--- src/rtl/rf_pkg.sv ---
// Shared types and defaults for the scoreboarded register file.
package rf_pkg;

  localparam int unsigned DATA_W_DEF = 32;
  localparam int unsigned ADDR_W_DEF = 5;
  localparam int unsigned REG_ZERO   = 0;

  typedef enum logic {
    CLEAR = 1'b0,
    RUN   = 1'b1
  } rf_state_e;

endpackage

--- src/rtl/rf_sb_bits.sv ---
// Per-register pending-write bits: set on reserve, clear on write, set wins.
module rf_sb_bits #(
  parameter int unsigned ADDR_W = 5,
  parameter int unsigned NREGS  = 32
) (
  input  logic              clk,
  input  logic              reset,
  input  logic              set_i,
  input  logic [ADDR_W-1:0] set_addr_i,
  input  logic              clr_i,
  input  logic [ADDR_W-1:0] clr_addr_i,
  input  logic [ADDR_W-1:0] tap_addr_a_i,
  input  logic [ADDR_W-1:0] tap_addr_b_i,
  output logic              tap_a_o,
  output logic              tap_b_o
);

  logic [NREGS-1:0] pend_q;
  logic [NREGS-1:0] pend_d;

  always_comb begin
    pend_d = pend_q;
    if (clr_i) pend_d[clr_addr_i] = 1'b0;
    if (set_i) pend_d[set_addr_i] = 1'b1;
  end

  always_ff @(posedge clk) begin
    if (reset) pend_q <= '0;
    else       pend_q <= pend_d;
  end

  assign tap_a_o = pend_q[tap_addr_a_i];
  assign tap_b_o = pend_q[tap_addr_b_i];

endmodule

--- src/rtl/rf_scoreboard_regfile.sv ---
// 2R1W register file with clear sequencer and pending-write scoreboard.
// Optional same-cycle write-to-read forwarding when RF_BYPASS_EN is defined.
module rf_scoreboard_regfile
  import rf_pkg::*;
#(
  parameter int unsigned DATA_W = DATA_W_DEF,
  parameter int unsigned ADDR_W = ADDR_W_DEF
) (
  input  logic              clk,
  input  logic              reset,
  output logic              ready,
  input  logic [ADDR_W-1:0] reg_address_1,
  input  logic [ADDR_W-1:0] reg_address_2,
  output logic [DATA_W-1:0] rd1,
  output logic [DATA_W-1:0] rd2,
  output logic              rd1_pend,
  output logic              rd2_pend,
  input  logic              rsv,
  input  logic [ADDR_W-1:0] rsv_address,
  input  logic              we,
  input  logic [ADDR_W-1:0] write_address,
  input  logic [DATA_W-1:0] data
);

  localparam int unsigned NREGS = 2 ** ADDR_W;
  localparam int unsigned CNT_W = ADDR_W + 1;
  localparam logic [ADDR_W-1:0] ZERO_ADDR = ADDR_W'(REG_ZERO);

  rf_state_e         state_q;
  logic [CNT_W-1:0]  cnt_q;
  logic              ready_q;
  logic [DATA_W-1:0] mem_q [NREGS];

  logic run_c;
  logic wr_en_c;
  logic rsv_en_c;
  logic tap1_c;
  logic tap2_c;

  assign run_c    = (state_q == RUN);
  assign wr_en_c  = run_c && we  && (write_address != ZERO_ADDR);
  assign rsv_en_c = run_c && rsv && (rsv_address   != ZERO_ADDR);
  assign ready    = ready_q;

  // Clear sequencer; the extra counter bit means the count never wraps.
  always_ff @(posedge clk) begin
    if (reset) begin
      state_q <= CLEAR;
      cnt_q   <= '0;
      ready_q <= 1'b0;
    end else begin
      case (state_q)
        CLEAR: begin
          cnt_q <= cnt_q + CNT_W'(1);
          if (cnt_q == CNT_W'(NREGS - 1)) begin
            state_q <= RUN;
            ready_q <= 1'b1;
          end
        end
        RUN: ready_q <= 1'b1;
        default: begin
          state_q <= CLEAR;
          cnt_q   <= '0;
          ready_q <= 1'b0;
        end
      endcase
    end
  end

  always_ff @(posedge clk) begin
    if (!reset) begin
      if (state_q == CLEAR)  mem_q[cnt_q[ADDR_W-1:0]] <= '0;
      else if (wr_en_c)      mem_q[write_address]      <= data;
    end
  end

  rf_sb_bits #(
    .ADDR_W (ADDR_W),
    .NREGS  (NREGS)
  ) u_sb (
    .clk          (clk),
    .reset        (reset),
    .set_i        (rsv_en_c),
    .set_addr_i   (rsv_address),
    .clr_i        (wr_en_c),
    .clr_addr_i   (write_address),
    .tap_addr_a_i (reg_address_1),
    .tap_addr_b_i (reg_address_2),
    .tap_a_o      (tap1_c),
    .tap_b_o      (tap2_c)
  );

  // Read port 1: zero while clearing or for register 0.
  always_comb begin
    rd1      = '0;
    rd1_pend = 1'b0;
    if (run_c && (reg_address_1 != ZERO_ADDR)) begin
      rd1      = mem_q[reg_address_1];
      rd1_pend = tap1_c;
`ifdef RF_BYPASS_EN
      if (wr_en_c && (write_address == reg_address_1)) begin
        rd1      = data;
        rd1_pend = rsv_en_c && (rsv_address == reg_address_1);
      end
`endif
    end
  end

  always_comb begin
    rd2      = '0;
    rd2_pend = 1'b0;
    if (run_c && (reg_address_2 != ZERO_ADDR)) begin
      rd2      = mem_q[reg_address_2];
      rd2_pend = tap2_c;
`ifdef RF_BYPASS_EN
      if (wr_en_c && (write_address == reg_address_2)) begin
        rd2      = data;
        rd2_pend = rsv_en_c && (rsv_address == reg_address_2);
      end
`endif
    end
  end

endmodule

--- config.mk ---
export PLATFORM = sky130hd
export DESIGN_NAME = rf_scoreboard_regfile
export DESIGN_NICKNAME = d
export VERILOG_FILES = /design/src/rtl/rf_pkg.sv /design/src/rtl/rf_sb_bits.sv /design/src/rtl/rf_scoreboard_regfile.sv
export SDC_FILE = /design/constraint.sdc
export NUM_CORES = 1
export LEC_CHECK = 0
export BUFFER_PORTS_ARGS = -buffer_cell sky130_fd_sc_hd__buf_2
export CORE_AREA = 2 2 324 326
export DETAILED_ROUTE_END_ITERATION = 6
export DIE_AREA = 0 0 326 328
export GPL_TIMING_DRIVEN = 0
export PLACE_DENSITY = 0.61
export RECOVER_POWER = 50
export SLEW_MARGIN = 20
export SYNTH_ARGS = -nofsm -noshare
export SYNTH_HDL_FRONTEND = slang
export SYNTH_SLANG_ARGS = --single-unit
--- constraint.sdc ---
create_clock -name clk -period 5.7 [get_ports clk]
set_input_delay 0.285 -clock clk [delete_from_list [all_inputs] [get_ports clk]]
set_output_delay 0.285 -clock clk [all_outputs]
set_load 0.02 [all_outputs]
==> impl_metrics.yaml <==
routing:
  routedWlPerCell_um: 38.32
  drt_wl_total_um: 192100
  drc: 0
  drt_iter0_drc: 4959
  vias_per_cell: 6.925
  firstDrtPassIters: 6
  via_count: 34710
  postRouteAntennaNets: 0
sta:
  drv_slew: 695
  setup_violations: 0
  rsz0062_at_grt: "no"
  fin_skew_ps: 23.81
  fmax_mhz: 187.8
  fin_crit_sh: 0.9341
  finalHoldViolations: 0
  fin_crit_ps: 5325
  slew_headroom: -0.4530
  tightest_slew_ps: 2172
global_route:
  antenna_found_initial: 14
  gr-usage-met2: 0.5403
  grt_pass1_wl_um: 262100
  overflow: 0
  grt_max_degree: 33
  use_met3: 0.1018
  use_met1: 0.4749
  track_usage: 0.3547
  busiest_layer: "met2"
  first_global_vias: 33940
synth:
  synth.distinct_cells: 52
  muxShareOfSynthArea: 0.2156
  synth_seq_cells: 1064
  synth_edf_count: 1024
  synth_fa_ha_area_frac: 0.0002492
  syn_nets: 3202
  synth_area_sq_mm: 0.05021
  synth_compound_area_frac: 0.06913
  yosysWarnings: 0
  yosys.area_share.xor_xnor: 0.0006978
  synthCells: 3145
  synthSimpleGateAreaFrac: 0.06263
  synthArstFlopShare: 0
  yosys_most_used_dff: "edfxtp_1"
  ys_seq_area_frac: 0.6284
  synth_area_per_cell_sq_um: 15.96
  synth_top_family_by_area: "multiplexers"
pwr:
  p_leak_nw: 17.57
  switching_share: 0.2289
  powerDensity_mw_per_mm2: 291.6
  clockPowerShare: 0.427
  peakVddDrop_v: 0.0002613
  seqPwrFrac: 0.512
  pwr-share-comb: 0.060
  p_sw_mw: 3.809
  p_int_mw: 12.83
  total_power_mw: 16.64
placed_design:
  dp_hpwl_um: 141200
  io_buffers: 114
  gp_congestion: 0.9694
  placed_area_sq_mm: 0.05407
finish:
  layout-drive-gt1-share: 0.2649
  post-route-cell-area_sq_mm: 0.05708
  fin_nets: 3588
  synthToLayoutAreaGrowth_pct: 13.69
die:
  die_h_um: 328
  core-area_sq_mm: 0.1032
  die_x_um: 326
  io_pins: 123
  rows: 118
  die-area_sq_mm: 0.1069
  initial_utilization: 0.4865
job:
  cap_violations: 26
clock_network:
  post_cts_buffers: 0
  hold_buffers: 7
  root_buffer: "clkbuf_16"
  clock_latency_ps: 720
  cts_tree: "yes"
  cts_sinks: 1064
  htreeDepth: 3
  clk_pin_slew_ps: 60
  clk_path_buf_depth: 3
  numCtsBuffers: 112
  cts_resized: 0
worst_setup_path:
  cp_cell_sequence: "clkbuf_1 > buf_2 > nand2_1 > nor2_1 > clkbuf_1 > nand3_1 > nand4_1 > buf_2"
  path_buf_inv: 4
  slowest_stage: "nor2_1"
  cp_max_fo: 10
  critPathKind: "register to primary output"
  arrival_ps: 5040
  max_stage_delay_ps: 910
  crit_path_end_kind: "primary output"
  cp.required_ps: 5410
  cp-start-kind: "register"
  critical-path-top-delay-family: "simple AND/OR/NAND/NOR gates"
run_status:
  status: "complete, but fails checks"
  violations: "capacitance limit, slew limit"
hold_path:
  min_path_type: "input pin to register"
[synth_stat cells, drive strengths merged (2+ instances only)]
library cell	n	share of area
a211oi	67	0.010
edfxtp	1024	0.61
o32a	2	0.00040
nor2	22	0.0016
nor4b	3	0.00090
clkbuf	112	0.0084
or2	4	0.00050
inv	4	0.00030
and2	38	0.0047
buf	135	0.015
or3	65	0.0081
mux2	201	0.045
nand3	73	0.0073
o21ba	3	0.00060
and4b	3	0.00060
xnor2	3	0.00052
nor2b	75	0.0093
and3	60	0.0075
mux2i	266	0.053
o21ai	98	0.0098
nand4	66	0.0082
a22oi	173	0.026
a21oi	123	0.012
and3b	5	0.00087
nor3	36	0.0036
a31oi	3	0.00037
o22ai	67	0.0083
nand2b	9	0.0011
nand2	79	0.0059
a21o	3	0.00045
dfxtp	40	0.016
nor3b	9	0.0017
mux4	262	0.12
[state kept, by name, summed over array words and instances, names as in the netlist]
name,cells
u_sb.pend_q,32
run_c,1
ready,1
mem_q,1024
cnt_q,6
[path summary, 6_finish.rpt]
kind,start,endpoint,slack (ps),cells after the start
max,run_c$_SDFF_PP0_,rd1[9],380,8
min reg2reg,ready$_SDFFE_PP0P_,ready$_SDFFE_PP0P_,450,2
max reg2reg,run_c$_SDFF_PP0_,mem_q[18][27]$_DFFE_PP_,520,8
min,rsv_address[2],u_sb.pend_q[14]$_SDFF_PP0_,50,5
[cells in the final DEF, fill, tap and decap left out, types with 40 or more instances in the layout]
master	Yosys	layout
dfxtp_1	40	40
o22ai_1	67	67
a22oi_1	173	173
o21ai_0	98	98
buf_4	16	85
nor2b_1	75	75
a211oi_1	67	67
mux4_2	262	262
and3_1	60	60
nand3_1	73	73
edfxtp_1	1024	1024
or3_1	65	65
a21oi_1	123	123
clkbuf_16	0	114
mux2i_1	266	266
nand2_1	79	79
nand4_1	66	66
mux2_2	201	201
clkbuf_1	112	203
buf_2	108	219
[power groups by stage]
stage | clock network (mW) | logic (mW) | registers, mW
3_3_place_gp | 0 | 0.963 | 8.69
3_5_place_dp | 0 | 0.997 | 8.69
5_1_grt | 7.44 | 1.02 | 8.52
2_1_floorplan | 0 | 0.592 | 8.68
4_1_cts | 7.14 | 1.00 | 8.52
6_report | 7.11 | 1.01 | 8.52
[layout make-up]
cell class | count | area (sq um)
clock inverters | 67 | 521.8
well taps | 1380 | 1727
multi-input cells | 1830 | 17520
fillers | 8288 | 46120
flip-flops and latches | 1064 | 31550
diodes | 8 | 20.02
plain buffers | 247 | 1151
repair buffers | 272 | 1613
clock buffers | 140 | 2960
inverters | 4 | 15.01
[worst min-delay path: stages]
cell and delay, ps:
buf_2 160, nand2_1 80, nor2_1 60, nand2_1 70, a21oi_1 50
[layer usage]
metal | wire [um] | vias up
met5 | 100 | -
met4 | 9774 | 8
met3 | 24050 | 451
met2 | 85950 | 2503
met1 | 72190 | 18010
li1 | - | 13740
[through the flow]
| step | util | TNS [ps] | setup slack, ps | cells | hold slack [ps] |
|---|---|---|---|---|---|
| global route | 0.5529 | 0 | 448.8 | 5004 | 91.29 |
| finish | 0.5531 | 0 | 375.5 | 5012 | 47.21 |
| detailed placement | 0.5239 | 0 | 1606 | 4790 | 438.9 |
| CTS | 0.5583 | 0 | 837.2 | 5004 | 2.322 |
| global placement | 0.5088 | -1362680 | -2081 | 4639 | 437.7 |
| floorplan | - | 0 | 1673 | 3145 | 450.9 |
[kinds of logic after synthesis]
| kind of cell | after synthesis |
|---|---|
| flops | 1064 |
| mux | 729 |
| simple gates | 551 |
| compound gates | 545 |
| buf+inv | 251 |
| xor+xnor | 4 |
| fa+ha+maj | 1 |
(Power assumes the default switching activity.)
